==> src/rtl/hazard_scoreboard.sv <==
// -----------------------------------------------------------------------------
// hazard_scoreboard
//
// Decode-stage hazard scoreboard for an in-order pipeline. It keeps one
// pending-latency counter per architectural register. The counter says how
// many more cycles the register's most recent producer needs before its
// result can be forwarded. A decode instruction that reads a register with a
// nonzero counter is held (stall). The block also picks the forwarding source
// for each EX-stage operand, using the priority EX > MEM > WB.
//
// Register 0 is hardwired zero. It is never tracked, never stalls and never
// forwards.
//
// Optional feature (compile-time macro):
//   HAZARD_PERF_EN  When defined, stall_cycles counts the cycles with
//                   stall=1 and flush=0, and saturates at all-ones. When
//                   undefined, stall_cycles is tied to zero and no counter
//                   flops exist.
//
// Parameters:
//   NREGS  number of architectural registers (2**AW)
//   AW     register address width
//   CW     latency counter width (latencies 0 .. 2**CW-1)
//
// Ports:
//   clk            sole clock, rising edge
//   rst            synchronous active-high reset
//   id_rs1/id_rs2  decode source addresses
//   id_use1/2      decode instruction really reads rs1/rs2
//   id_issue       decode instruction leaves decode this cycle
//   id_rd/id_we    destination of the issuing instruction, and its write enable
//   id_lat         cycles until the issuing result becomes forwardable
//   ex_rs1/ex_rs2  EX-stage source addresses
//   ex/mem/wb_we   stage holds a valid register write
//   ex/mem/wb_rd   stage destination addresses
//   flush          squash all younger in-flight instructions
//   stall          hold decode and insert a bubble (combinational)
//   fwd1/2_sel     EX operand source: 00 regfile, 01 EX, 10 MEM, 11 WB
//   stall_cycles   stall statistics counter
// -----------------------------------------------------------------------------
module hazard_scoreboard #(
  parameter int NREGS = 32,
  parameter int AW    = 5,
  parameter int CW    = 3
) (
  input  logic          clk,
  input  logic          rst,
  input  logic [AW-1:0] id_rs1,
  input  logic [AW-1:0] id_rs2,
  input  logic          id_use1,
  input  logic          id_use2,
  input  logic          id_issue,
  input  logic [AW-1:0] id_rd,
  input  logic          id_we,
  input  logic [CW-1:0] id_lat,
  input  logic [AW-1:0] ex_rs1,
  input  logic [AW-1:0] ex_rs2,
  input  logic          ex_we,
  input  logic          mem_we,
  input  logic          wb_we,
  input  logic [AW-1:0] ex_rd,
  input  logic [AW-1:0] mem_rd,
  input  logic [AW-1:0] wb_rd,
  input  logic          flush,
  output logic          stall,
  output logic [1:0]    fwd1_sel,
  output logic [1:0]    fwd2_sel,
  output logic [31:0]   stall_cycles
);

  // The address space must cover exactly the architectural registers.
  if ((2 ** AW) != NREGS) begin : g_param_chk
    $error("hazard_scoreboard: 2**AW must equal NREGS");
  end

  localparam logic [1:0] SEL_RF  = 2'b00;
  localparam logic [1:0] SEL_EX  = 2'b01;
  localparam logic [1:0] SEL_MEM = 2'b10;
  localparam logic [1:0] SEL_WB  = 2'b11;

  // Pending counters exist only for registers 1..NREGS-1.
  logic [NREGS-1:1][CW-1:0] pend_r;

  // Lookup view with a constant-zero slot for register 0. Any source address
  // can index it without a special case.
  logic [NREGS-1:0][CW-1:0] cnt_view_s;
  logic                     dep1_s;
  logic                     dep2_s;
  logic                     stall_s;
  logic                     load_s;

  assign cnt_view_s = {pend_r, {CW{1'b0}}};

  // A source only creates a hazard when the instruction really reads it.
  assign dep1_s  = id_use1 && (cnt_view_s[id_rs1] != {CW{1'b0}});
  assign dep2_s  = id_use2 && (cnt_view_s[id_rs2] != {CW{1'b0}});
  assign stall_s = dep1_s || dep2_s;
  assign stall   = stall_s;

  // A stalled instruction does not leave decode. Its issue strobe must not
  // arm a counter even if the pipeline control still drives it.
  assign load_s = id_issue && id_we && (id_rd != {AW{1'b0}}) && !stall_s;

  // Forwarding source select. The youngest matching producer wins.
  // Address 0 never forwards because x0 always reads zero.
  function automatic logic [1:0] fwd_pick(
    input logic [AW-1:0] rs,
    input logic          e_we,
    input logic [AW-1:0] e_rd,
    input logic          m_we,
    input logic [AW-1:0] m_rd,
    input logic          w_we,
    input logic [AW-1:0] w_rd
  );
    logic [1:0] sel;
    if (rs == {AW{1'b0}}) begin
      sel = SEL_RF;
    end else if (e_we && (rs == e_rd)) begin
      sel = SEL_EX;
    end else if (m_we && (rs == m_rd)) begin
      sel = SEL_MEM;
    end else if (w_we && (rs == w_rd)) begin
      sel = SEL_WB;
    end else begin
      sel = SEL_RF;
    end
    return sel;
  endfunction

  assign fwd1_sel = fwd_pick(ex_rs1, ex_we, ex_rd, mem_we, mem_rd, wb_we, wb_rd);
  assign fwd2_sel = fwd_pick(ex_rs2, ex_we, ex_rd, mem_we, mem_rd, wb_we, wb_rd);

  // Pending counter update. Priority: reset > flush > issue load > decrement.
  always_ff @(posedge clk) begin
    if (rst) begin
      pend_r <= '0;
    end else begin
      for (int i = 1; i < NREGS; i++) begin
        if (flush) begin
          pend_r[i] <= {CW{1'b0}};
        end else if (load_s && (id_rd == AW'(i))) begin
          pend_r[i] <= id_lat;
        end else if (pend_r[i] != {CW{1'b0}}) begin
          pend_r[i] <= pend_r[i] - CW'(1);
        end else begin
          pend_r[i] <= pend_r[i];
        end
      end
    end
  end

`ifdef HAZARD_PERF_EN
  logic [31:0] stall_cnt_r;

  // Count cycles lost to stalls. Flushed cycles are not counted. Saturate.
  always_ff @(posedge clk) begin
    if (rst) begin
      stall_cnt_r <= 32'h0000_0000;
    end else if (stall_s && !flush && (stall_cnt_r != 32'hFFFF_FFFF)) begin
      stall_cnt_r <= stall_cnt_r + 32'h0000_0001;
    end else begin
      stall_cnt_r <= stall_cnt_r;
    end
  end

  assign stall_cycles = stall_cnt_r;
`else
  assign stall_cycles = 32'h0000_0000;
`endif

endmodule

==> config.mk <==
export PLATFORM = sky130hd
export DESIGN_NAME = hazard_scoreboard
export DESIGN_NICKNAME = d
export VERILOG_FILES = /design/src/rtl/hazard_scoreboard.sv
export SDC_FILE = /design/constraint.sdc
export NUM_CORES = 1
export LEC_CHECK = 0
export BUFFER_PORTS_ARGS = -buffer_cell sky130_fd_sc_hd__buf_2
export CAP_MARGIN = 40
export CORE_MARGIN = 3
export CORE_UTILIZATION = 30
export CTS_CLUSTER_DIAMETER = 30
export CTS_CLUSTER_SIZE = 14
export DETAILED_ROUTE_END_ITERATION = 16
export PLACE_DENSITY_LB_ADDON = 0.25
export RECOVER_POWER = 25
export SLEW_MARGIN = 40
export SYNTH_ARGS = -nofsm -noshare
export SYNTH_HDL_FRONTEND = slang
export SYNTH_SLANG_ARGS = --single-unit
==> constraint.sdc <==
create_clock -name clk -period 2.7 [get_ports clk]
set_clock_uncertainty 0.2 [all_clocks]
set_input_delay 0.27 -clock clk [delete_from_list [all_inputs] [get_ports clk]]
set_output_delay 0.27 -clock clk [all_outputs]
set_load 0.01 [all_outputs]
# Yosys cells after proc, flatten, opt, wreduce, memory -nomap -nowiden
# Cells that the tools add are included.
# word_totals
ff_bits	93
input_bits	53
output_inout_bits	37
# op_classes
n_reduce_logical	112
n_eq_ne	37
magnitude_cmp	2
mux	74
n_addsub	31
# op_table
op	count
$mux 3	64
$reduce_bool 3->1	33
$sub 3x1->3 const B	31
$eq 5x5->1 const B	16
$reduce_bool 2->1	31
$logic_and 1x1->1	42
$eq 5x4->1 const B	8
$bmux 3 s5	2
$eq 5x5->1	6
$eq 5x3->1 const B	4
$mux 2	8
$lt 5x6->1 const B	2
$eq 5x2->1 const B	2
$logic_not 5->1	2
$eq 5x1->1 const B	1
$reduce_bool 5->1	1
$reduce_or 2->1	1
$logic_not 1->1	1
$logic_or 1x1->1	1

# Longest topological paths before layout
# Gate-level depths: netlist of the first run.
# depth
word_depth	9
ltp_mapped	11
depth_no_buf	7

# Worst setup path after synthesis of the first run
# Ideal clock, no wire load.
# synth_path
path_kind	register -> register
start	register pend_r (netlist bit cnt_view_s[47])
end	register pend_r (netlist bit cnt_view_s[60])
arrival_time_ps	2169
path_stages_with_launch	9
setup_time_ps	132
period_less_slack_ps	2501
slack_ps	199
path_cell_list	dfxtp_1 or4b_1 o2111a_1 or4b_1 o21ai_1 a311o_4 buf_12 nand4_2 mux2i_1
# synth_between
elab_chain_cells	9
# synth_lines
item	line	text
from (decl)	82	logic [NREGS-1:1][CW-1:0] pend_r;
from (signal, indexed assignment)	140	pend_r[i] <= {CW{1'b0}};
from (signal, indexed assignment)	142	pend_r[i] <= id_lat;
from (signal, indexed assignment)	144	pend_r[i] <= pend_r[i] - CW'(1);
$bmux 3 s5, on equally long branches	95, 96	
$mux 3, on equally long branches	95, 96	
$reduce_bool 3->1, on equally long branches	95, 96	
$logic_and 1x1->1, on equally long branches	95, 96	
$logic_or 1x1->1 (*)	97	assign stall_s = dep1_s || dep2_s;
$logic_not 1->1 (*)	102	assign load_s = id_issue && id_we && (id_rd != {AW{1'b0}}) && !stall_s;
$logic_and 1x1->1 (*)	102	
$logic_and 1x1->1 (*)	141	end else if (load_s && (id_rd == AW'(i))) begin
$mux 3 or $reduce_bool 2->1 (tied branches)	--	
# Every way passes the cells marked *; elsewhere a longest branch is shown, timed or not. The select of a mux whose other input is x is not followed.
# A chain may end at the register's enable or synchronous reset.

# Worst setup path after layout of the first run
# layout_path
start	register pend_r (netlist bit cnt_view_s[40])
end	output port stall
# layout_between
elab_chain_cells	5
# layout_lines
item	line	text
$bmux 3 s5, on equally long branches	95, 96	
$mux 3, on equally long branches	95, 96	
$reduce_bool 3->1, on equally long branches	95, 96	
$logic_and 1x1->1, on equally long branches	95, 96	
$logic_or 1x1->1 (*)	97	
to (decl)	65	output logic stall,
# Marked as above.

==> metrics.txt, run 1 <==
Largest register FFs=93; vias in the first global route=6209; layout cells sized above 1=23.2%; status=complete, but fails checks; Max-slew headroom=44.8%; GPL Wtd Cong=0.827; CTS H-tree lvls=3; initial antenna violation count=0; Synth-to-Final Area Change=19.8%; DRC=0; IO Port Bufs=57; worst vdd ir=0.299 mV; ys flop type=dfxtp_1; CP Class=reg -> out; Reg area=1870 um^2; final setup violation count=64; largest area contributor in the netlist=dfxtp_1; CTS tree=yes; Worst EP required=2230 ps; Synth Area in Adders=between 10 and 15%; Clock transition at path regs=approximately 70 ps; LEAKAGE=4.12 nW; row count=58; Multi-input gate area=5430 um^2; fin nets=1120; fin crit period=2780 ps; Die ar.=between 20000 and 30000 um^2; Synth Area in Compound Gates=6.26%; Synth Cell Area=slightly below 8000 um^2; placed cells=around 1300; post-route setup slack=-80.3 ps; Simple-Gate Fraction of Synth Area=25.6%; Max Cap Viol=0; Yosys top cell area share=24.1%; Setup crit start kind=register; failing checks=negative setup slack; DP Wirelength=between 10000 and 15000 um; period utilization=103%; Achievable Freq=360 MHz; Final Hold Vio Count=0; antenna cells=0; Post-Route WL=about 20000 um; Root Driver=clkbuf_16; RSZ-0062 raised after global routing=true; CP max-delay cell=or4b_4; Avg WL per Cell=14.7 um; worst-path fanout max=3; YS warnings=0; vias after detailed routing=6308; most area-consuming cells after synthesis=dfxtp_1 24%, mux2i_1 12%, ha_1 10%; PwrDens=345 nW/um^2; Starting Density=between 30% and 40%; GR Util All Layers=14.2%; CP Capture Type=output pin; cell family with most CP delay=simple AND/OR/NAND/NOR gates; Netlist cell types=between 50 and 60; vias per cell=4.71; EDFF count, synth=0; Fill cells=2633; Final Core Density=roughly 37%; post-route ant nets=0; crit path buf inv count=1; max incr delay on CP=480 ps; ys async rst share=0%; Pre-antenna DRT Iters=5; DIE WIDTH=167 um; first-pass GRT wire length=32100 um; clk sinks=between 90 and 100; worst slew pin tran=826 ps; largest net degree at the start of global routing=64; CTS buffer count=9; Yosys reg bits=between 90 and 100; post-synthesis mux area share=18.1%; hold crit path type=in -> reg; total congestion overflow=0; cells after synthesis=885; main combinational cell family by area after synthesis=simple AND/OR/NAND/NOR gates; Die Y-Extent=167 um; sequential fraction of the synthesis area=24.1%; hold_buf cts=0; synthesized area per cell=8.74 um^2; num ports=90; crit-path cells=or3_4 > o2111a_1 > or4b_4 > o21ai_2 > a311o_4 > nand2_4 > buf_6; Iter 0 DRT Violations=248; Crit path arrival time=2310 ps; XOR/XNOR Fraction of Synth Area=6.91%; Worst-Skew Late Latency=350 ps; Core Area=approximately 25000 um^2; fin. max-slew vios=0; Final Non-Filler Cells=1338; CTS Buffer Depth=2
[worst register-to-register path: stages, from the launching register on]
cell and delay (ps):
dfxtp_2 320, or3_4 410, o2111a_1 240, or4b_4 480
o21ai_2 140, a311o_4 180, buf_6 200, buf_4 190
nand4_4 110, mux2i_1 150
[power by group]
group          internal, mW  switching [mW]  total (mW)
clock network         0.614           0.537        1.15
registers              1.39          0.0153        1.40
logic                 0.271           0.370       0.641
total                  2.27           0.922        3.20
[worst paths after layout]
kind	from	end	slack [ps]	depth (start not counted)
min	id_rd[3]	cnt_view_s[54]$_SDFFE_PP0P_	220	4
max reg2reg	cnt_view_s[40]$_SDFFE_PP0P_	cnt_view_s[88]$_SDFFE_PP0P_	-60	9
max	cnt_view_s[40]$_SDFFE_PP0P_	stall	-80	7
min reg2reg	cnt_view_s[43]$_SDFFE_PP0P_	cnt_view_s[43]$_SDFFE_PP0P_	400	4
[final cells by class]
class | instances | share of cell area [%]
clock buffers | 12 | 2.55
clock inverters | 2 | 0.135
inverters | 67 | 2.72
multi-input cells | 688 | 58.7
flip-flops and latches | 93 | 20.1
well taps | 330 | 4.46
repair buffers | 146 | 11.3
[timing repair]
| action | CTS | global route |
|---|---|---|
| gates resized for setup | 15 | 16 |
| gates cloned | 0 | 0 |
| endpoints found under the setup margin | 94 | 92 |
| buffers inserted | 4 | 0 |
| pin swaps | 2 | 7 |
[per-layer routing]
metal | GRT usage [%] | share of wire, % | vias to the layer above
li1 | - | - | 3230
met1 | 19.2 | 49 | 2933
met2 | 23.5 | 45 | 124
met3 | 2.59 | 4.1 | 21
met4 | 3.62 | 1.6 | 0
met5 | 0 | 0 | -
[logic make-up (layout without fill, tap and decap cells)]
kind of cell	Yosys count	count (layout)
AND/OR/NAND/NOR	329	329
XOR/XNOR	61	61
flip-flops	93	93
other	1	32
adder cells (fa/ha/maj)	62	62
multiplexers	128	128
AO/OA/AOI/OAI	76	76
buffers and inverters	135	227
[synth_stat cells (all sizes together) (23+ instances only)]
library cell  instances
buf                  47
dfxtp                93
ha                   62
inv                  67
mux2                 26
mux2i                96
nand2               135
nand4                31
nor2                 50
nor2b                37
nor4                 23
o21ai                40
xnor2                37
xor2                 24
[cell usage in the layout, fill, tap and decap left out, drive strengths merged, types with 3 or more instances in the layout]
cell       n
buf      142
nand2    135
mux2i     96
dfxtp     93
inv       67
ha        62
nor2      50
o21ai     40
nor2b     37
xnor2     37
conb      32
nand4     31
mux2      26
xor2      24
nor4      23
clkbuf    16
nor3      14
a21oi     10
and3       7
nor3b      7
mux4       6
nand2b     4
nand3      4
a211oi     4
or4        3
a311oi     3
and3b      3
or3        3
a2111oi    3
or4b       3
[stage by stage]
stage          TNS, ps  power, mW  worst slack (ps)  cell area, um^2  hold slack [ps]
2_1_floorplan        0       1.84               199             7850              273
3_3_place_gp    -12630       2.04              -190             8830              383
3_5_place_dp    -13240       2.04              -210             8830              379
4_1_cts          -1290       3.22             -76.3             9160              200
5_1_grt          -7660       3.35              -139             9260              251
6_report         -1990       3.20             -80.3             9260              218
No activity file was read; power rests on OpenSTA's default activity.
==> run 2, diff against run 1 <==
--- a/config.mk
+++ b/config.mk
@@ -9,6 +9,7 @@
 export CAP_MARGIN = 40
 export CORE_MARGIN = 3
 export CORE_UTILIZATION = 30
+export CTS_BUF_LIST = sky130_fd_sc_hd__clkbuf_4 sky130_fd_sc_hd__clkbuf_8
 export CTS_CLUSTER_DIAMETER = 30
 export CTS_CLUSTER_SIZE = 14
 export DETAILED_ROUTE_END_ITERATION = 16
==> metrics.txt, run 2 (same netlist as run 1, synthesis figures left out) <==
internal power=roughly 2.0 mW; Clock transition at path regs=90 ps; row count=58; worst slew pin tran=slightly above 700 ps; fin crit period=2800 ps; Clock Power Share=around 30%; Crit path arrival time=2330 ps; GR Util All Layers=approximately 14%; Root Driver=clkbuf_8; LEAKAGE=4.12 nW; CP max-delay cell=or4b_4; Final Hold Vio Count=0; hold path cells=4; Reg2Reg Setup Slack=-90 ps; reported net switching power=890 uW; DRC=0; sequential share of power=approximately 48%; Worst R2R Start=cnt_view_s[40]$_SDFFE_PP0P_; fin. max-slew vios=0; initial antenna violation count=0; CP Class=reg -> out; crit path buf inv count=1; Die Y-Extent=between 150 and 200 um; final setup violation count=~80; Synth-to-Final Area Change=19.4%; first-pass GRT wire length=between 30000 and 40000 um; Iter 0 DRT Violations=~250; CTS buffer count=9; clk sinks=93; CP Capture Type=output pin; final instance area=around 9200 um^2; Hold Crit Start=id_rd[3]; most common cell after layout, fill and taps aside=nand2_1; placed cells=1320; Fill cells=2639; layout cells sized above 1=24.1%; worst-path fanout max=3; Max Cap Viol=0; CTS H-tree lvls=3; origin of the worst setup path=cnt_view_s[40]$_SDFFE_PP0P_; placed cell area=~9000 um^2; post-route setup slack=-98.5 ps; Hold EP=cnt_view_s[55]$_SDFFE_PP0P_; post-route ant nets=0; Worst-Skew Late Latency=roughly 400 ps; hold crit path type=in -> reg; logic gate share of total power=22.4%; final hold slack=about 170 ps; hold_buf cts=0; commonest non-fill, non-tap cells in the layout=134 x nand2_1, 96 x mux2i_1, 89 x dfxtp_1; GPL Wtd Cong=0.827; vias per cell=4.69; Avg WL per Cell=14.7 um; cell family with most CP delay=simple AND/OR/NAND/NOR gates; Post-Route WL=19700 um; Largest register FFs=93; Final Non-Filler Cells=1342; total congestion overflow=0; Net Sw Frac=30.5%; antenna cells=0; Starting Density=30.6%; failing checks=negative setup slack; reg2reg path depth=9; worst vdd ir=0.216 mV; vias after detailed routing=roughly 6300; status=complete, but fails checks; crit-path cells=or3_4 > o2111a_1 > or4b_4 > o21ai_2 > a311o_4 > nand2_4 > buf_6; max incr delay on CP=480 ps; r2r endpoint=cnt_view_s[78]$_SDFFE_PP0P_; num ports=90; fin nets=approximately 1100; Worst EP required=2230 ps; IO Port Bufs=57; CTS Buffer Depth=2; Setup crit start kind=register; vias in the first global route=6148; CTS tree=yes; RSZ-0062 raised after global routing=true; largest net degree at the start of global routing=between 60 and 70; Achievable Freq=357 MHz; period utilization=104%; PwrDens=between 300 and 400 nW/um^2; DIE WIDTH=167 um; Die ar.=27700 um^2; Max-slew headroom=between 50% and 60%; DP Wirelength=14600 um; Core Area=25300 um^2; Pre-antenna DRT Iters=5; Final Core Density=36.5%
run 2: cell count changes in the layout (fill, tap and decap cells not counted):
cell	delta
clkbuf_4	+3
buf_12	+2
buf_2	+2
clkbuf_16	-9
dfxtp_2	+1
clkbuf_1	-5
dfxtp_1	-1
buf_4	+2
clkbuf_8	+9
run 2: cell type report:
type                    count  area [um^2]  share of cell area, %
clock buffers              12          146                   1.59
multi-input cells         688         5430                   58.9
well taps                 330          413                   4.47
inverters                  67          251                   2.73
repair buffers            150         1110                   12.0
clock inverters             2         12.5                  0.136
flip-flops and latches     93         1870                   20.2
run 2: power groups by stage:
stage / Clock (mW) / Sequential (mW) / Combinational (mW)
6_report: 0.859 / 1.40 / 0.653
5_1_grt: 0.945 / 1.41 / 0.716
3_5_place_dp: 0 / 1.44 / 0.607
4_1_cts: 0.890 / 1.40 / 0.647
3_3_place_gp: 0 / 1.44 / 0.606
2_1_floorplan: 0 / 1.43 / 0.404
run 2: how the worst max path moves through the flow:
stage | end | cells past startpoint
after floorplan | cnt_view_s[60]$_SDFFE_PP0P_ | 8
after global placement | cnt_view_s[79]$_SDFFE_PP0P_ | 9
after detailed placement | cnt_view_s[78]$_SDFFE_PP0P_ | 9
after CTS | stall | 7
after global routing | stall | 7
final | stall | 7
run 2: worst register-to-register path, delay by kind of cell (launching register included):
kind                   cells  cell delay, ps
AND/OR/NAND/NOR            3            1000
flip-flops                 1             330
AO/OA/AOI/OAI              3             550
buffers and inverters      2             420
multiplexers               1             150
run 2: metrics by stage:
| stage | setup WS [ps] | total power [mW] | setup TNS [ps] |
|---|---|---|---|
| final | -98.5 | 2.92 | -2860 |
| after global routing | -175 | 3.07 | -9030 |
| after CTS | -125 | 2.94 | -3660 |
| after detailed placement | -210 | 2.04 | -13240 |
| after global placement | -190 | 2.04 | -12630 |
| after floorplan | 199 | 1.84 | 0 |
run 2: metal layers:
layer	share of wire, %	track usage (%)
met5	0	0
met4	1.2	3.34
met1	49	19.4
met3	4.7	2.61
met2	45	23.6
run 2: repair_timing:
action | in CTS | in global routing
cloned | 0 | 0
pin swaps | 2 | 9
setup buffers | 5 | 3
setup endpoints to repair | 94 | 94
resized for setup | 29 | 9
endpoints found under the hold margin | 0 | 0
